$ cat config.mk
export PLATFORM = sky130hd
export DESIGN_NAME = tristate_array_reader
export DESIGN_NICKNAME = d
export VERILOG_FILES = /design/src/rtl/tsr_pkg.sv /design/src/rtl/tsr_bit_encoder.sv /design/src/rtl/tristate_array_reader.sv
export SDC_FILE = /design/constraint.sdc
export NUM_CORES = 1
export LEC_CHECK = 0
export ABC_AREA = 1
export BUFFER_PORTS_ARGS = -buffer_cell sky130_fd_sc_hd__buf_2
export CAP_MARGIN = 10
export CORE_MARGIN = 2
export CORE_UTILIZATION = 45
export DETAILED_ROUTE_END_ITERATION = 8
export HOLD_SLACK_MARGIN = 0.15
export PLACE_DENSITY = 0.74
export SYNTH_ARGS = -nofsm -noshare
export SYNTH_HDL_FRONTEND = slang
export SYNTH_HIERARCHICAL = 1
export SYNTH_SLANG_ARGS = --single-unit
$ cat constraint.sdc
create_clock -name clk -period 2.8 [get_ports clk]
set_input_delay 0 -clock clk [delete_from_list [all_inputs] [get_ports clk]]
set_output_delay 0 -clock clk [all_outputs]
set_load 0.01 [all_outputs]
$ cat src/rtl/tsr_pkg.sv
// Shared types for tristate_array_reader: FSM states, 2-bit code for one
// 4-state bit, and the classifier that maps 0/1/x/z onto that code.
package tsr_pkg;

    typedef enum logic [1:0] {
        IDLE = 2'd0,
        SCAN = 2'd1,
        DONE = 2'd2
    } state_t;

    typedef struct packed {
        bit unk;
        bit val;
    } code_t;

    localparam code_t CODE_0 = 2'b00;
    localparam code_t CODE_1 = 2'b01;
    localparam code_t CODE_X = 2'b10;
    localparam code_t CODE_Z = 2'b11;

    // Case equality keeps x/z from leaking into the result. Whatever is
    // neither 0, 1 nor x must be z, so z never needs a literal compare.
    function automatic code_t encode_bit(logic b);
        if (b === 1'b0) return CODE_0;
        if (b === 1'b1) return CODE_1;
        if (b === 1'bx) return CODE_X;
        return CODE_Z;
    endfunction

endpackage

$ cat src/rtl/tsr_bit_encoder.sv
// Combinational 4-state to 2-plane encoder for one W-bit word.
module tsr_bit_encoder
    import tsr_pkg::*;
#(
    parameter int W = 4
) (
    input  logic [W-1:0] word,
    output bit   [W-1:0] out_val,
    output bit   [W-1:0] out_unk
);

    for (genvar i = 0; i < W; i++) begin : g_bit
        code_t code;
        assign code       = encode_bit(word[i]);
        assign out_val[i] = code.val;
        assign out_unk[i] = code.unk;
    end

endmodule

$ cat src/rtl/tristate_array_reader.sv
// Scans a 4-state array and streams each element as {unk,val} planes over
// valid/ready, counting unknown bits. TSR_SNAPSHOT_EN freezes src at start.
module tristate_array_reader
    import tsr_pkg::*;
#(
    parameter int ELEMS = 8,
    parameter int W     = 4,
    localparam int IW   = $clog2(ELEMS),
    localparam int CW   = $clog2(ELEMS*W+1)
) (
    input  logic          clk,
    input  logic          rst,
    input  logic          start,
    input  tri logic [W-1:0] src [0:ELEMS-1],
    output logic          busy,
    output logic          out_valid,
    input  logic          out_ready,
    output logic [IW-1:0] out_idx,
    output bit   [W-1:0]  out_val,
    output bit   [W-1:0]  out_unk,
    output logic          done,
    output logic [CW-1:0] unk_total
);

    state_t        state, next;
    logic          hs, last, load;
    logic [IW-1:0] sel;
    logic [W-1:0]  elem;
    bit   [W-1:0]  enc_val, enc_unk;

    assign hs   = out_valid && out_ready;
    assign last = (out_idx == IW'(ELEMS-1));
    assign busy = (state != IDLE);
    assign done = (state == DONE);

    always_comb begin
        next = state;
        load = 1'b0;
        sel  = out_idx + IW'(1);
        case (state)
            IDLE: if (start) begin
                next = SCAN;
                load = 1'b1;
                sel  = '0;
            end
            SCAN: if (hs) begin
                next = last ? DONE : SCAN;
                load = !last;
            end
            DONE:    next = IDLE;
            default: next = IDLE;
        endcase
    end

`ifdef TSR_SNAPSHOT_EN
    logic [W-1:0] shadow [0:ELEMS-1];

    always_ff @(posedge clk or posedge rst) begin
        if (rst) begin
            for (int i = 0; i < ELEMS; i++) shadow[i] <= '0;
        end else if (state == IDLE && start) begin
            shadow <= src;
        end
    end

    // Element 0 loads on the capture edge itself, so it comes straight from src.
    always_comb begin
        elem = shadow[sel];
        if (state == IDLE) elem = src[0];
    end
`else
    always_comb begin
        elem = src[sel];
    end
`endif

    tsr_bit_encoder #(.W(W)) u_enc (
        .word    (elem),
        .out_val (enc_val),
        .out_unk (enc_unk)
    );

    always_ff @(posedge clk or posedge rst) begin
        if (rst) begin
            state     <= IDLE;
            out_valid <= 1'b0;
            out_idx   <= '0;
            out_val   <= '0;
            out_unk   <= '0;
            unk_total <= '0;
        end else begin
            state <= next;
            if (state == IDLE && start)
                unk_total <= '0;
            else if (hs)
                unk_total <= unk_total + CW'($countones(out_unk));
            if (load) begin
                out_idx   <= sel;
                out_val   <= enc_val;
                out_unk   <= enc_unk;
                out_valid <= 1'b1;
            end else if (hs) begin
                out_valid <= 1'b0;
            end
        end
    end

endmodule

-- Word-level counts from Yosys, hierarchy flattened
Cells that the tools add are included.
- logic and storage cells: 98
- memory bits (read-only): 0
- output and inout bits: 20
- memories kept: 0
- RAM bits: 0
- input bits: 36
- bits in latches: 0
- register bits after elaboration: 20
- div/mod/pow operators: 0
- equality and inequality tests: 17
- multipliers: 0
- reductions and logical operators: 8
- add/sub/neg operators: 5
- shifts and indexed selects: 0
- bitwise operators: 1
- magnitude comparators: 1
- muxes and demuxes: 60
- operator list (cell ; number):
    $mux 2 ; 19
    $mux 1 ; 32
    $bmux 4 s3 ; 1
    $eqx 1x1->1 const B ; 12
    $mux 6 ; 2
    $mux 4 ; 2
    $add 6x3->6 ; 1
    $mux 3 ; 2
    $reduce_bool 2->1 ; 3
    $add 1x1->2 ; 2
    $ge 4x4->1 const B ; 1
    $ne 2x2->1 const B ; 2
    $not 3->4 ; 1
    $pmux 2 s2 ; 1
    $add 2x2->3 ; 1
    $add 3x1->3 const B ; 1
    $eq 3x3->1 const B ; 1
    $eq 2x1->1 const B ; 1
    $eq 2x2->1 const B ; 1
    $logic_and 1x1->1 ; 2
    $logic_not 2->1 ; 1
    $pmux 1 s2 ; 1
    $reduce_and 2->1 ; 1
    $logic_not 1->1 ; 1

-- Longest topological paths before layout
- depth after elaboration: 15
- depth in mapped cells: 12

-- By module
Netlist, hierarchy kept.
- by module, submodules not included (module ; seq. area each (um^2) ; area an instance (um^2) ; instances ; cells each):
    tristate_array_reader ; 500.5 ; 1431.4 ; 1 ; 209
    tsr_bit_encoder ; 0.0 ; 63.8 ; 1 ; 9

-- Least setup slack after synthesis
No wires, ideal clock.
- path type: register to register
- from: register out_unk[0]
- to: register unk_total[4]
- period minus slack after synthesis: 2.207 ns
- arrival: 2.083 ns
- path slack: 0.593 ns
- required time: 2.677 ns
- path buffers: 0
- setup time: 0.123 ns
- stages on the path, launching flop included: 11
- cell sequence: dfrtp_1 -> fa_1 -> inv_1 -> fa_1 -> inv_1 -> fa_1 -> inv_1 -> nor3_1 -> nand2_1 -> o21ai_0 -> a21oi_1
- cells in the longest elaborated chain, start to end: 5
- ends and longest elaborated chain (element ; RTL line ; RTL):
    start: declaration ; tristate_array_reader.sv:20 ; output bit [W-1:0] out_unk,
    start signal: assignment ; tristate_array_reader.sv:100 ; out_unk <= enc_unk;
    $add 1x1->2 (not written as such) ; tristate_array_reader.sv:96 ; unk_total <= unk_total + CW'($countones(out_unk));
    $add 2x2->3 (not written as such) ; tristate_array_reader.sv:96 ;
    $add 6x3->6 ; tristate_array_reader.sv:96 ;
    $mux 6 ; tristate_array_reader.sv:95 ; else if (hs)
    $mux 6 ; tristate_array_reader.sv:93 ; if (state == IDLE && start)
    end signal: assignment ; tristate_array_reader.sv:96 ;
    end: declaration ; tristate_array_reader.sv:22 ; output logic [CW-1:0] unk_total
Every way passes these cells. The select of a mux whose other input is x is not followed.
A chain may end at the register's enable or synchronous reset.

-- Final worst setup path
Same ends and word-level chain as after synthesis.

==> results by group <==
Min path
  • Min-delay worst type: in -> reg

Pwr
  • Switch share: 22.3%
  • Worst vdd ir: 0.126 mV
  • Switch Pwr: 0.000115 W
  • Internal Pwr Total: 0.000398 W
  • Final Power: 0.000512 W
  • PwrDens: 287 nW/um^2
  • Reg power frac: 56.3%
  • Share of total power in combinational logic: 10.4%
  • Leakage: 1.17 nW
  • Clock share of power: 33.3%

Clock tree
  • Root Buffer: clkbuf_4
  • Max H-tree Level: 1
  • TritonCTS Sinks: 20
  • Clock tree from TritonCTS: done
  • Clk_lat worst skew: 310 ps
  • CTS Buf Count: 3
  • # resized after CTS: 0
  • Worst-path clk slew: 110 ps
  • Clock Path Buffers: 2

Finish
  • Filler cells: 326
  • Area Overhead vs Synth: 19.4%
  • # diodes: 0
  • Register area: 500 um^2
  • Multi-input logic area: 763 um^2
  • Most common cell after layout, fill and taps aside: nand2_1
  • Leading cell types in the layout, fill and taps excluded: 71 x nand2_1, 55 x buf_2, 31 x inv_1
  • Share of cells above drive strength 1: 25.3%
  • Nets: 312

Synthesis
  • Largest area contributor in the netlist: dfrtp_1
  • Yosys warns: 6
  • #FFs+latches synth: 20
  • Mapped cell area: 1500 um^2
  • Post-synth top area share: 33.5%
  • Syn_area_per_cell: 6.86 um^2
  • Largest cells by area after synthesis: dfrtp_1 33%, nand2_1 18%, inv_1 7.8%
  • Mapped Cells: 218
  • Register area share after synthesis: 33.5%
  • Unique cell type count in the Yosys netlist: 27

Global routing
  • Initial antenna violation count: 0
  • GRT overflow: 0
  • First-pass GRT wire length: 5.08 mm
  • Largest net degree at the start of global routing: 27
  • Number of global-route vias before repair: 1255
  • Total Routing Usage GR: 17.8%

Timing
  • Max-slew violations: 0
  • Setup Skew: 6.49 ps
  • Period minus WS final: 2320 ps
  • RSZ-0062 raised after global routing: no
  • Setup violations, final: 0
  • Tcrit/Tclk final: 82.8%
  • Hold Fails Final Rpt: 0
  • Max Freq: 431 MHz
  • Setup TNS Final: 0 ps
  • Slew HR: 49.1%
  • Worst-Margin Slew: 762 ps

Worst setup path
  • Worst setup path class: reg -> reg
  • Worst path required time: 3000 ps
  • Delay-heaviest family, CP: adder cells
  • CP Buf/Inv Count: 3
  • Critical path data arrival time: 2520 ps
  • Worst-path maximum fanout: 3
  • Startpoint types: flip-flop
  • Worst setup EP type: flip-flop
  • Slowest-stage cell, CP: fa_1
  • Worst path max stage delay: 540 ps
  • Crit-path cells: fa_1 > inv_1 > fa_1 > inv_1 > fa_1 > inv_1 > nor3_1 > nand2_1 > o21ai_0 > a21oi_1

Detailed routing
  • DR vias: 1420
  • First-pass detailed-route iteration total: 4
  • Routed WL per cell: 9.76 um
  • DR iter-0 viols: 28
  • Post-route ant nets: 0
  • Routed wire length: 3.05 mm
  • Post-detailed-route DRC marker count: 0
  • Via-to-Cell Ratio: 4.54

Placed design
  • Detailed Place HPWL: 2.37 mm
  • GP Congestion: 0.782
  • Port bufs: 55

Die
  • Core area: 3100 um^2
  • DIE WIDTH: 61.6 um
  • Boundary Pins: 56
  • Full die area: 3800 um^2
  • Initial Utilization: 48.2%
  • Row Count: 20
  • Chip height: 61.6 um

Run status
  • Status: completed

Job
  • MaxCap Viol Count: 0
==> layout make-up <==
cell class | instances | area share, %
clock buffer | 4 | 2.03
inverter | 34 | 7.15
multi-input combinational | 153 | 42.7
sequential | 20 | 28.0
tap | 44 | 3.08
timing repair buffer | 58 | 17.0
==> worst register-to-register path: stages (launching register included) <==
cell	delay, ps
dfrtp_1	430
fa_1	540
inv_1	50
fa_1	350
inv_1	90
fa_1	160
inv_1	50
nor3_1	230
nand2_1	100
o21ai_0	170
a21oi_1	60
==> path summary, 6_finish.rpt <==
kind | startpoint | end | slack (ps) | cells after the start
min reg2reg | out_val[1] | out_val[1] | 490 | 2
max in group asynchronous | rst | unk_total[4] | 1960 | 3
min | src[1] | out_val[1] | 160 | 8
min in group asynchronous | rst | out_val[3] | 360 | 3
max reg2reg | out_unk[0] | unk_total[4] | 480 | 10
max | out_unk[0] | unk_total[4] | 480 | 10
==> flip-flops by register name, summed over array words and instances (netlist names) <==
register	count
state	2
out_idx	3
unk_total	6
out_valid	1
out_val	4
out_unk	4
==> metrics by stage <==
step / utilization [%] / cells / setup slack [ps] / instance area, um^2 / hold WS, ps
2_1_floorplan: - / 221 / 593 / 1510 / -36.2
3_3_place_gp: 55.7 / 307 / 561 / 1730 / 171
3_5_place_dp: 55.7 / 307 / 513 / 1730 / 180
4_1_cts: 57.5 / 313 / 479 / 1790 / 153
5_1_grt: 57.5 / 313 / 406 / 1790 / 193
6_report: 57.5 / 313 / 481 / 1790 / 158
==> cells by family after synthesis <==
family                   count (synthesis)  share of synthesized area [%]
adder cells (fa/ha/maj)                  6                           6.53
flip-flops                              20                           33.5
AND/OR/NAND/NOR                        130                           37.9
buffers and inverters                   48                           16.2
AO/OA/AOI/OAI                           13                           5.61
other                                    1                          0.251
==> power by group through the flow <==
stage	sequential [W]	clock, W	combinational [W]
CTS	0.000289	0.000179	0.0000542
floorplan	0.000294	0	0.0000321
global route	0.000289	0.000188	0.0000618
detailed placement	0.000294	0	0.0000520
finish	0.000289	0.000170	0.0000533
global placement	0.000294	0	0.0000518
==> what timing repair did <==
| action | CTS | global route |
|---|---|---|
| hold buffers | 2 | 0 |
| endpoints found under the hold margin | 26 | 0 |
| setup buffers | 0 | 0 |
| endpoints found under the setup margin | 0 | 0 |
==> routing by layer <==
| metal | global-route usage (%) | share of wire (%) | vias up |
|---|---|---|---|
| met4 | 8.21 | 1.0 | 0 |
| met2 | 32.2 | 51 | 43 |
| met1 | 20.9 | 42 | 616 |
| met3 | 2.10 | 5.5 | 3 |
| li1 | - | - | 758 |
| met5 | 0 | 0 | - |
==> synth_stat cells <==
cell      number
nor2_1        26
nand2_4        2
a211oi_1       1
buf_2          2
o21ai_0        6
a21o_1         1
a21oi_1        1
buf_6          2
o21bai_1       1
inv_1         31
dfrtp_1       20
o21ai_1        2
nand2_1       71
nand3b_1       8
buf_4          9
inv_2          2
nand2_2        2
ha_1           3
nor2_2         1
conb_1         1
fa_1           3
buf_8          1
a21oi_4        1
nand4_1        1
nor3_1         2
nand3_1       17
clkinv_1       1
(Power assumes the default switching activity.)
